--- src/rtl/pipeline_hazard_controller_pkg.sv ---
// Shared pipeline definitions: hazard FSM state encoding, control strobe bundle, NOP encoding.
package pipeline_hazard_controller_pkg;

  localparam int STATE_W = 2;

  typedef enum logic [STATE_W-1:0] {
    RUN        = 2'd0,
    LOAD_STALL = 2'd1,
    MEM_WAIT   = 2'd2,
    REDIRECT   = 2'd3
  } hazard_state_e;

  // addi x0, x0, 0 -- the bubble a flushed IF/ID register presents downstream
  localparam logic [31:0] NOP_INSTR = 32'h0000_0013;

  typedef struct packed {
    logic pc_write;
    logic if_id_stall;
    logic if_id_flush;
    logic id_ex_stall;
    logic id_ex_flush;
    logic ex_mem_stall;
  } hazard_ctrl_t;

endpackage

--- src/rtl/pipeline_hazard_controller_load_use_detect.sv ---
// Load-use detector: a load in EX whose destination feeds a source of the instruction in ID.
module hazard_load_use_detect
  import pipeline_hazard_controller_pkg::*;
#(
  parameter int REG_ADDR_W = 5
) (
  input  logic [REG_ADDR_W-1:0] id_rs1_i,
  input  logic [REG_ADDR_W-1:0] id_rs2_i,
  input  logic [REG_ADDR_W-1:0] ex_rd_i,
  input  logic                  ex_mem_read_i,
  output logic                  load_use_o
);

  // x0 is hardwired to zero, so a load targeting it never creates a dependency
  assign load_use_o = ex_mem_read_i && (ex_rd_i != '0) &&
                      ((ex_rd_i == id_rs1_i) || (ex_rd_i == id_rs2_i));

endmodule

--- src/rtl/pipeline_hazard_controller.sv ---
// Pipeline hazard controller: stall/flush/redirect sequencing for a 5-stage pipeline.
// Define HAZARD_PERF_CNT_EN to add saturating stall/flush performance counters.
module pipeline_hazard_controller
  import pipeline_hazard_controller_pkg::*;
#(
  parameter int REG_ADDR_W = 5,
  parameter int CNT_W      = 32
) (
  input  logic                  clk,
  input  logic                  reset_n,
  input  logic [REG_ADDR_W-1:0] id_rs1_i,
  input  logic [REG_ADDR_W-1:0] id_rs2_i,
  input  logic [REG_ADDR_W-1:0] ex_rd_i,
  input  logic                  ex_mem_read_i,
  input  logic                  ex_mispredict_i,
  input  logic                  imem_ready_i,
  input  logic                  dmem_busy_i,
  output logic                  pc_write_o,
  output logic                  if_id_stall_o,
  output logic                  if_id_flush_o,
  output logic                  id_ex_stall_o,
  output logic                  id_ex_flush_o,
  output logic                  ex_mem_stall_o,
  output logic [STATE_W-1:0]    state_o
`ifdef HAZARD_PERF_CNT_EN
  ,
  output logic [CNT_W-1:0]      stall_cnt_o,
  output logic [CNT_W-1:0]      flush_cnt_o
`endif
);

  hazard_state_e state_q, state_d;
  logic          pending_q, pending_d;
  logic          load_use, mispredict;
  hazard_ctrl_t  ctrl;

  hazard_load_use_detect #(.REG_ADDR_W(REG_ADDR_W)) u_load_use (
    .id_rs1_i      (id_rs1_i),
    .id_rs2_i      (id_rs2_i),
    .ex_rd_i       (ex_rd_i),
    .ex_mem_read_i (ex_mem_read_i),
    .load_use_o    (load_use)
  );

  // A mispredict seen during a memory freeze is remembered and replayed once the freeze lifts
  assign mispredict = ex_mispredict_i || pending_q;

  always_comb begin
    ctrl      = '0;
    state_d   = RUN;
    pending_d = pending_q;
    if (!reset_n) begin
      ctrl.if_id_flush = 1'b1;
      ctrl.id_ex_flush = 1'b1;
    end else if (dmem_busy_i) begin
      ctrl.if_id_stall  = 1'b1;
      ctrl.id_ex_stall  = 1'b1;
      ctrl.ex_mem_stall = 1'b1;
      state_d           = MEM_WAIT;
      pending_d         = pending_q || ex_mispredict_i;
    end else if (mispredict) begin
      ctrl.pc_write    = 1'b1;
      ctrl.if_id_flush = 1'b1;
      ctrl.id_ex_flush = 1'b1;
      state_d          = REDIRECT;
      pending_d        = 1'b0;
    end else if (state_q == REDIRECT) begin
      // ID holds only squashed fetches here, so load-use cannot apply
      ctrl.if_id_flush = 1'b1;
      ctrl.pc_write    = imem_ready_i;
      state_d          = imem_ready_i ? RUN : REDIRECT;
    end else if (load_use && (state_q != LOAD_STALL)) begin
      ctrl.if_id_stall = 1'b1;
      ctrl.id_ex_flush = 1'b1;
      state_d          = LOAD_STALL;
    end else if (!imem_ready_i) begin
      ctrl.if_id_flush = 1'b1;
    end else begin
      ctrl.pc_write = 1'b1;
    end
  end

  always_ff @(posedge clk) begin
    if (!reset_n) begin
      state_q   <= RUN;
      pending_q <= 1'b0;
    end else begin
      state_q   <= state_d;
      pending_q <= pending_d;
    end
  end

  assign pc_write_o     = ctrl.pc_write;
  assign if_id_stall_o  = ctrl.if_id_stall;
  assign if_id_flush_o  = ctrl.if_id_flush;
  assign id_ex_stall_o  = ctrl.id_ex_stall;
  assign id_ex_flush_o  = ctrl.id_ex_flush;
  assign ex_mem_stall_o = ctrl.ex_mem_stall;
  assign state_o        = reset_n ? state_q : RUN;

  if (CNT_W < 1) begin : g_cnt_w_invalid
  end

`ifdef HAZARD_PERF_CNT_EN
  localparam logic [CNT_W-1:0] CNT_ONE = CNT_W'(1);

  always_ff @(posedge clk) begin
    if (!reset_n) begin
      stall_cnt_o <= '0;
      flush_cnt_o <= '0;
    end else begin
      if (!ctrl.pc_write && (stall_cnt_o != '1)) stall_cnt_o <= stall_cnt_o + CNT_ONE;
      if (ctrl.id_ex_flush && (flush_cnt_o != '1)) flush_cnt_o <= flush_cnt_o + CNT_ONE;
    end
  end
`endif

endmodule

--- config.mk ---
export PLATFORM = sky130hd
export DESIGN_NAME = pipeline_hazard_controller
export DESIGN_NICKNAME = d
export VERILOG_FILES = /design/src/rtl/pipeline_hazard_controller_pkg.sv /design/src/rtl/pipeline_hazard_controller_load_use_detect.sv /design/src/rtl/pipeline_hazard_controller.sv
export SDC_FILE = /design/constraint.sdc
export NUM_CORES = 1
export LEC_CHECK = 0
export BUFFER_PORTS_ARGS = -buffer_cell sky130_fd_sc_hd__buf_2
export CAP_MARGIN = 20
export CORE_AREA = 5 5 42 44
export CTS_CLUSTER_SIZE = 24
export DETAILED_ROUTE_END_ITERATION = 10
export DIE_AREA = 0 0 47 49
export PLACE_DENSITY = 0.56
export SYNTH_ARGS = -nofsm -noshare
export SYNTH_HDL_FRONTEND = slang
export SYNTH_SLANG_ARGS = --single-unit
--- constraint.sdc ---
create_clock -name clk -period 2.76 [get_ports clk]
set_clock_uncertainty 0.15 [all_clocks]
set_input_delay 0 -clock clk [delete_from_list [all_inputs] [get_ports clk]]
set_output_delay 0 -clock clk [all_outputs]
set_load 0.02 [all_outputs]
After elaboration in Yosys (flattened, before gate mapping)
Cells that the tools add are included.

word-level totals
  register bits after elaboration = 3
  bits of input ports = 21
  output and inout port bits = 8

cells by class
  equality and inequality tests = 4
  mux-type cells = 29
  bitwise logic cells = 1
  reduce and logical (&&, ||, !) cells = 8

operators with widths
  operator              number
  $mux W1               23
  $mux W2               6
  $eq A5 B5 Y1          2
  $reduce_bool A5 Y1    1
  $logic_and A1 B1 Y1   3
  $eq A2 B2 Y1 const B  1
  $logic_or A1 B1 Y1    2
  $ne A2 B1 Y1 const B  1
  $reduce_bool A2 Y1    1
  $reduce_or A2 Y1      1
  $not A1 Y1            1

Logic depth before layout (Yosys ltp)
  depth after elaboration = 9
  depth in mapped cells = 5

Cells and area by module
Synthesis repeated with hierarchy kept, for this count alone.

unflattened totals
  cell total of the unflattened synthesis = 41
  area total of the unflattened synthesis = 324.1 sq um

modules (own cells, without submodules)
  module                      times used  cells an instance  area an instance (sq um)  seq. area each (sq um)
  pipeline_hazard_controller  1           24                 198.9                     60.1
  hazard_load_use_detect      1           17                 125.1                     0.0

Worst setup path after synthesis
No wires, ideal clock.

  kind = in2out
  from = input ex_rd_i[1]
  to = output if_id_flush_o
  data arrival time = 1.219 ns
  required time = 2.610 ns
  path slack = 1.391 ns
  cell stages on the path = 5
  buffers on the path = 0
  path through = or4_1 > nor2_1 > nor3b_1 > and2_4 > a31oi_1

on the way
  longest elaborated chain between the ends = 9

ends and longest elaborated chain
  element                                                           RTL line                                                                                            RTL
  from (decl)                                                       pipeline_hazard_controller.sv:13                                                                    input logic [REG_ADDR_W-1:0] ex_rd_i,
  $eq A5 B5 Y1 / $reduce_bool A5 Y1 (equally long branches)         pipeline_hazard_controller_load_use_detect.sv:16, pipeline_hazard_controller_load_use_detect.sv:15
  $logic_or A1 B1 Y1 / $logic_and A1 B1 Y1 (equally long branches)  pipeline_hazard_controller_load_use_detect.sv:16, pipeline_hazard_controller_load_use_detect.sv:15
  $logic_and A1 B1 Y1 (*)                                           pipeline_hazard_controller_load_use_detect.sv:15                                                    assign load_use_o = ex_mem_read_i && (ex_rd_i != '0) &&
  $logic_and A1 B1 Y1 (*)                                           pipeline_hazard_controller.sv:72                                                                    end else if (load_use && (state_q != LOAD_STALL)) begin
  $mux W1 (*)                                                       pipeline_hazard_controller.sv:72
  $mux W1 (*)                                                       pipeline_hazard_controller.sv:67                                                                    end else if (state_q == REDIRECT) begin
  $mux W1 (*)                                                       pipeline_hazard_controller.sv:61                                                                    end else if (mispredict) begin
  $mux W1 (*)                                                       pipeline_hazard_controller.sv:55                                                                    end else if (dmem_busy_i) begin
  $mux W1 (*)                                                       pipeline_hazard_controller.sv:52                                                                    if (!reset_n) begin
  to (decl)                                                         pipeline_hazard_controller.sv:20                                                                    output logic if_id_flush_o,

Mark *: on every way between the ends. The rest lies on a longest branch, timed or not.

Worst setup path in the final report
  from = register pending_q
  to = register state_q[1]

on the way
  longest elaborated chain between the ends = 3

ends and longest elaborated chain
  element                 RTL line                          RTL
  from (decl)             pipeline_hazard_controller.sv:33  logic pending_q, pending_d;
  from (signal assigned)  pipeline_hazard_controller.sv:89  pending_q <= pending_d;
  $logic_or A1 B1 Y1      pipeline_hazard_controller.sv:46  assign mispredict = ex_mispredict_i || pending_q;
  $mux W2                 pipeline_hazard_controller.sv:61
  $mux W2                 pipeline_hazard_controller.sv:55
  to (signal assigned)    pipeline_hazard_controller.sv:88  state_q <= state_d;
  to (decl)               pipeline_hazard_controller.sv:32  hazard_state_e state_q, state_d;

Every way passes these cells.
A chain may end at the register's enable or synchronous reset.

==> key figures <==
Route
  – Vias per inst: 4.44
  – Total Wirelength: 960 um
  – Drt first pass iters: 2
  – DR vias: 417
  – WL/cell: ~10 um
  – Antenna Nets Post-Route: 0
  – Initial DRC Count: 2
  – Post-route DRC violation count: 0

Cells and area
  – Most common cell after layout, fill and taps aside: buf_2
  – Share of layout cells above drive strength 1: a little over two fifths
  – Fillers: 160
  – Syn-to-layout area delta: 64.5%
  – Layout Cells excl Fill: 94
  – Most frequent cells in the layout: buf_2 (28), xnor2_1 (10), nand2_1 (5)
  – Nets: 100
  – Final instance area: 539 um2
  – Number of diodes: 0

Critical path
  – Slowest CP cell: dlygate4sd3_1
  – Critical path arrival: 1.85 ns
  – CP Launch Type: flop
  – Worst R2R Setup Slack: 0.87 ns
  – Peak per-stage delay on the critical path: 0.55 ns
  – Crit path kind: reg2reg
  – CP endpoint kind: flop
  – Crit-path max FO: 7
  – Crit path cell chain: nor2_1 -> o21ai_0 -> o21a_1 -> dlygate4sd3_1
  – Data required time of the worst path: roughly 2.7 ns

STA
  – Setup_tns: 0 ns
  – Slew of the pin with the lowest slew margin: 0.418 ns
  – Worst Hold Slack: 0.0758 ns
  – # setup viols final: 0
  – Final Hold Violating Endpoints: 0
  – Unrepaired setup endpoints after global routing: false
  – Slew headroom: approximately 70%
  – Max-slew violation count: 0
  – Max Freq: 529 MHz
  – Final worst path period share: 68.6%
  – Tmin final: 1.89 ns

Power
  – Pwr dens: 362 nW/um2
  – Sequential share of power: 24.4%
  – Switching Share: 29.7%
  – VDD IR max: around 0.00020 V
  – Internal power: 137 uW
  – Clk pwr share: a little under two fifths
  – Leak: 0.000258 uW
  – Net Switching: 57.9 uW
  – Power Total: 195 uW
  – Combinational share of power: 37.6%

Run status
  – Status: completed

Floorplanning
  – DIE WIDTH: 47 um
  – Rows: 14
  – Die area: between 2000 and 2500 um2
  – Die Height: slightly below 50 um
  – Starting Density: 23.4%
  – CORE AREA: 1400 um2
  – IO Count: 29

Place
  – Cell area after placement: 473 um2
  – GPL Wtd Cong: between 0.7 and 0.8
  – PortBufs: 28
  – Dpl cells: 86
  – Post-DP HPWL: 836 um

Global routing
  – Antenna violations before repair: 0
  – Vias in the first global route: 410
  – Pin count of the biggest net entering global routing: 10
  – Congestion Overflow GR: 0
  – First-pass GRT wire length: between 1500 and 2000 um
  – GR Util All Layers: 9.00%

Synth
  – Most used DFF post-synth: dfxtp_1
  – Number of synthesized flops with an enable pin: 0
  – Mapped Cells: 44
  – Mean post-synth cell area: about 7.5 um2
  – Syn nets: between 60 and 70
  – Seq/Total Area, Yosys: 18.3%
  – Ys Warns: 0
  – Yosys reg bits: 3
  – Distinct cell type count after synthesis: 22
  – Mapped Area: 328 um2
  – Async SR Flop Fraction: 0%

CTS
  – H-Tree Level Count: 1
  – Clock sink count: 3
  – Clock Latency Late Sink: 0.23 ns
  – CTS tree: yes
  – Clock transition at the registers of the reported paths: ~0.03 ns
  – Num CTS Buffers: 3
  – Root Driver: clkbuf_4
  – CTS max path bufs: 2

Hold path
  – Hold WC Path Type: in2reg

Job
  – MaxCap Viol Count: 0
[final cells by class]
type / count / area, um2 / share of cell area (%)
timing repair buffer: 32 / 180 / 33.4
tap: 16 / 20.0 / 3.71
multi-input combinational: 38 / 249 / 46.2
sequential: 3 / 60.1 / 11.1
inverter: 1 / 3.75 / 0.696
clock buffer: 4 / 26.3 / 4.87
[through the flow]
stage	setup WS [ns]	util (%)
2_1_floorplan	1.39	-
3_3_place_gp	1.25	33.8
3_5_place_dp	1.23	33.8
4_1_cts	0.865	38.5
5_1_grt	0.733	38.5
6_report	0.868	38.5
[critical path, delay by kind of cell, from the launching register on]
family | cells | cell delay (ns)
simple gates | 1 | 0.35
buf+inv | 1 | 0.55
compound gates | 2 | 0.43
flops | 1 | 0.30
[state kept, by name, summed over array words and instances, names as in the netlist]
name and cells:
state_q 2, pending_q 1
[synth_stat cells (2+ instances only)]
cell,count,area (um2)
nor2_1,4,15.0
o21ai_0,2,10.0
buf_4,2,15.0
nand2_1,5,18.8
xnor2_1,10,87.6
and2_1,2,12.5
dfxtp_1,3,60.1
nand3_1,2,10.0
[what timing repair did]
| item | in CTS | in global routing |
|---|---|---|
| setup endpoints to repair | 0 | 0 |
| setup buffers | 0 | 0 |
| resized for setup | 0 | 0 |
| hold buffers | 4 | 0 |
| hold endpoints to repair | 3 | 0 |
[power groups by stage]
stage	logic, uW	registers [uW]	clock network (uW)
floorplan	42.3	47.8	0
global placement	69.2	48.2	0
detailed placement	69.6	48.1	0
CTS	74.3	47.4	78.5
global route	80.8	47.8	82.6
finish	73.4	47.6	74.1
[path summary, 6_finish.rpt]
kind,startpoint,endpoint,cells past startpoint
max,pending_q,state_q[1],4
min,imem_ready_i,state_q[0],4
max reg2reg,pending_q,state_q[1],4
min reg2reg,state_q[0],state_q[0],3
[routing by layer]
| metal | track usage [%] | wire length (um) | vias up |
|---|---|---|---|
| met5 | 0 | 0 | - |
| met4 | 5.53 | 0 | 0 |
| met3 | 2.21 | 14 | 0 |
| met2 | 16.5 | 613 | 3 |
| met1 | 8.08 | 331 | 195 |
| li1 | - | - | 219 |
[cell families after synthesis]
logic type	synth area share (%)
compound gates	19.5
xor+xnor	26.7
buf+inv	5.72
flops	18.3
simple gates	29.8
No activity file was read; power rests on OpenSTA's default activity.
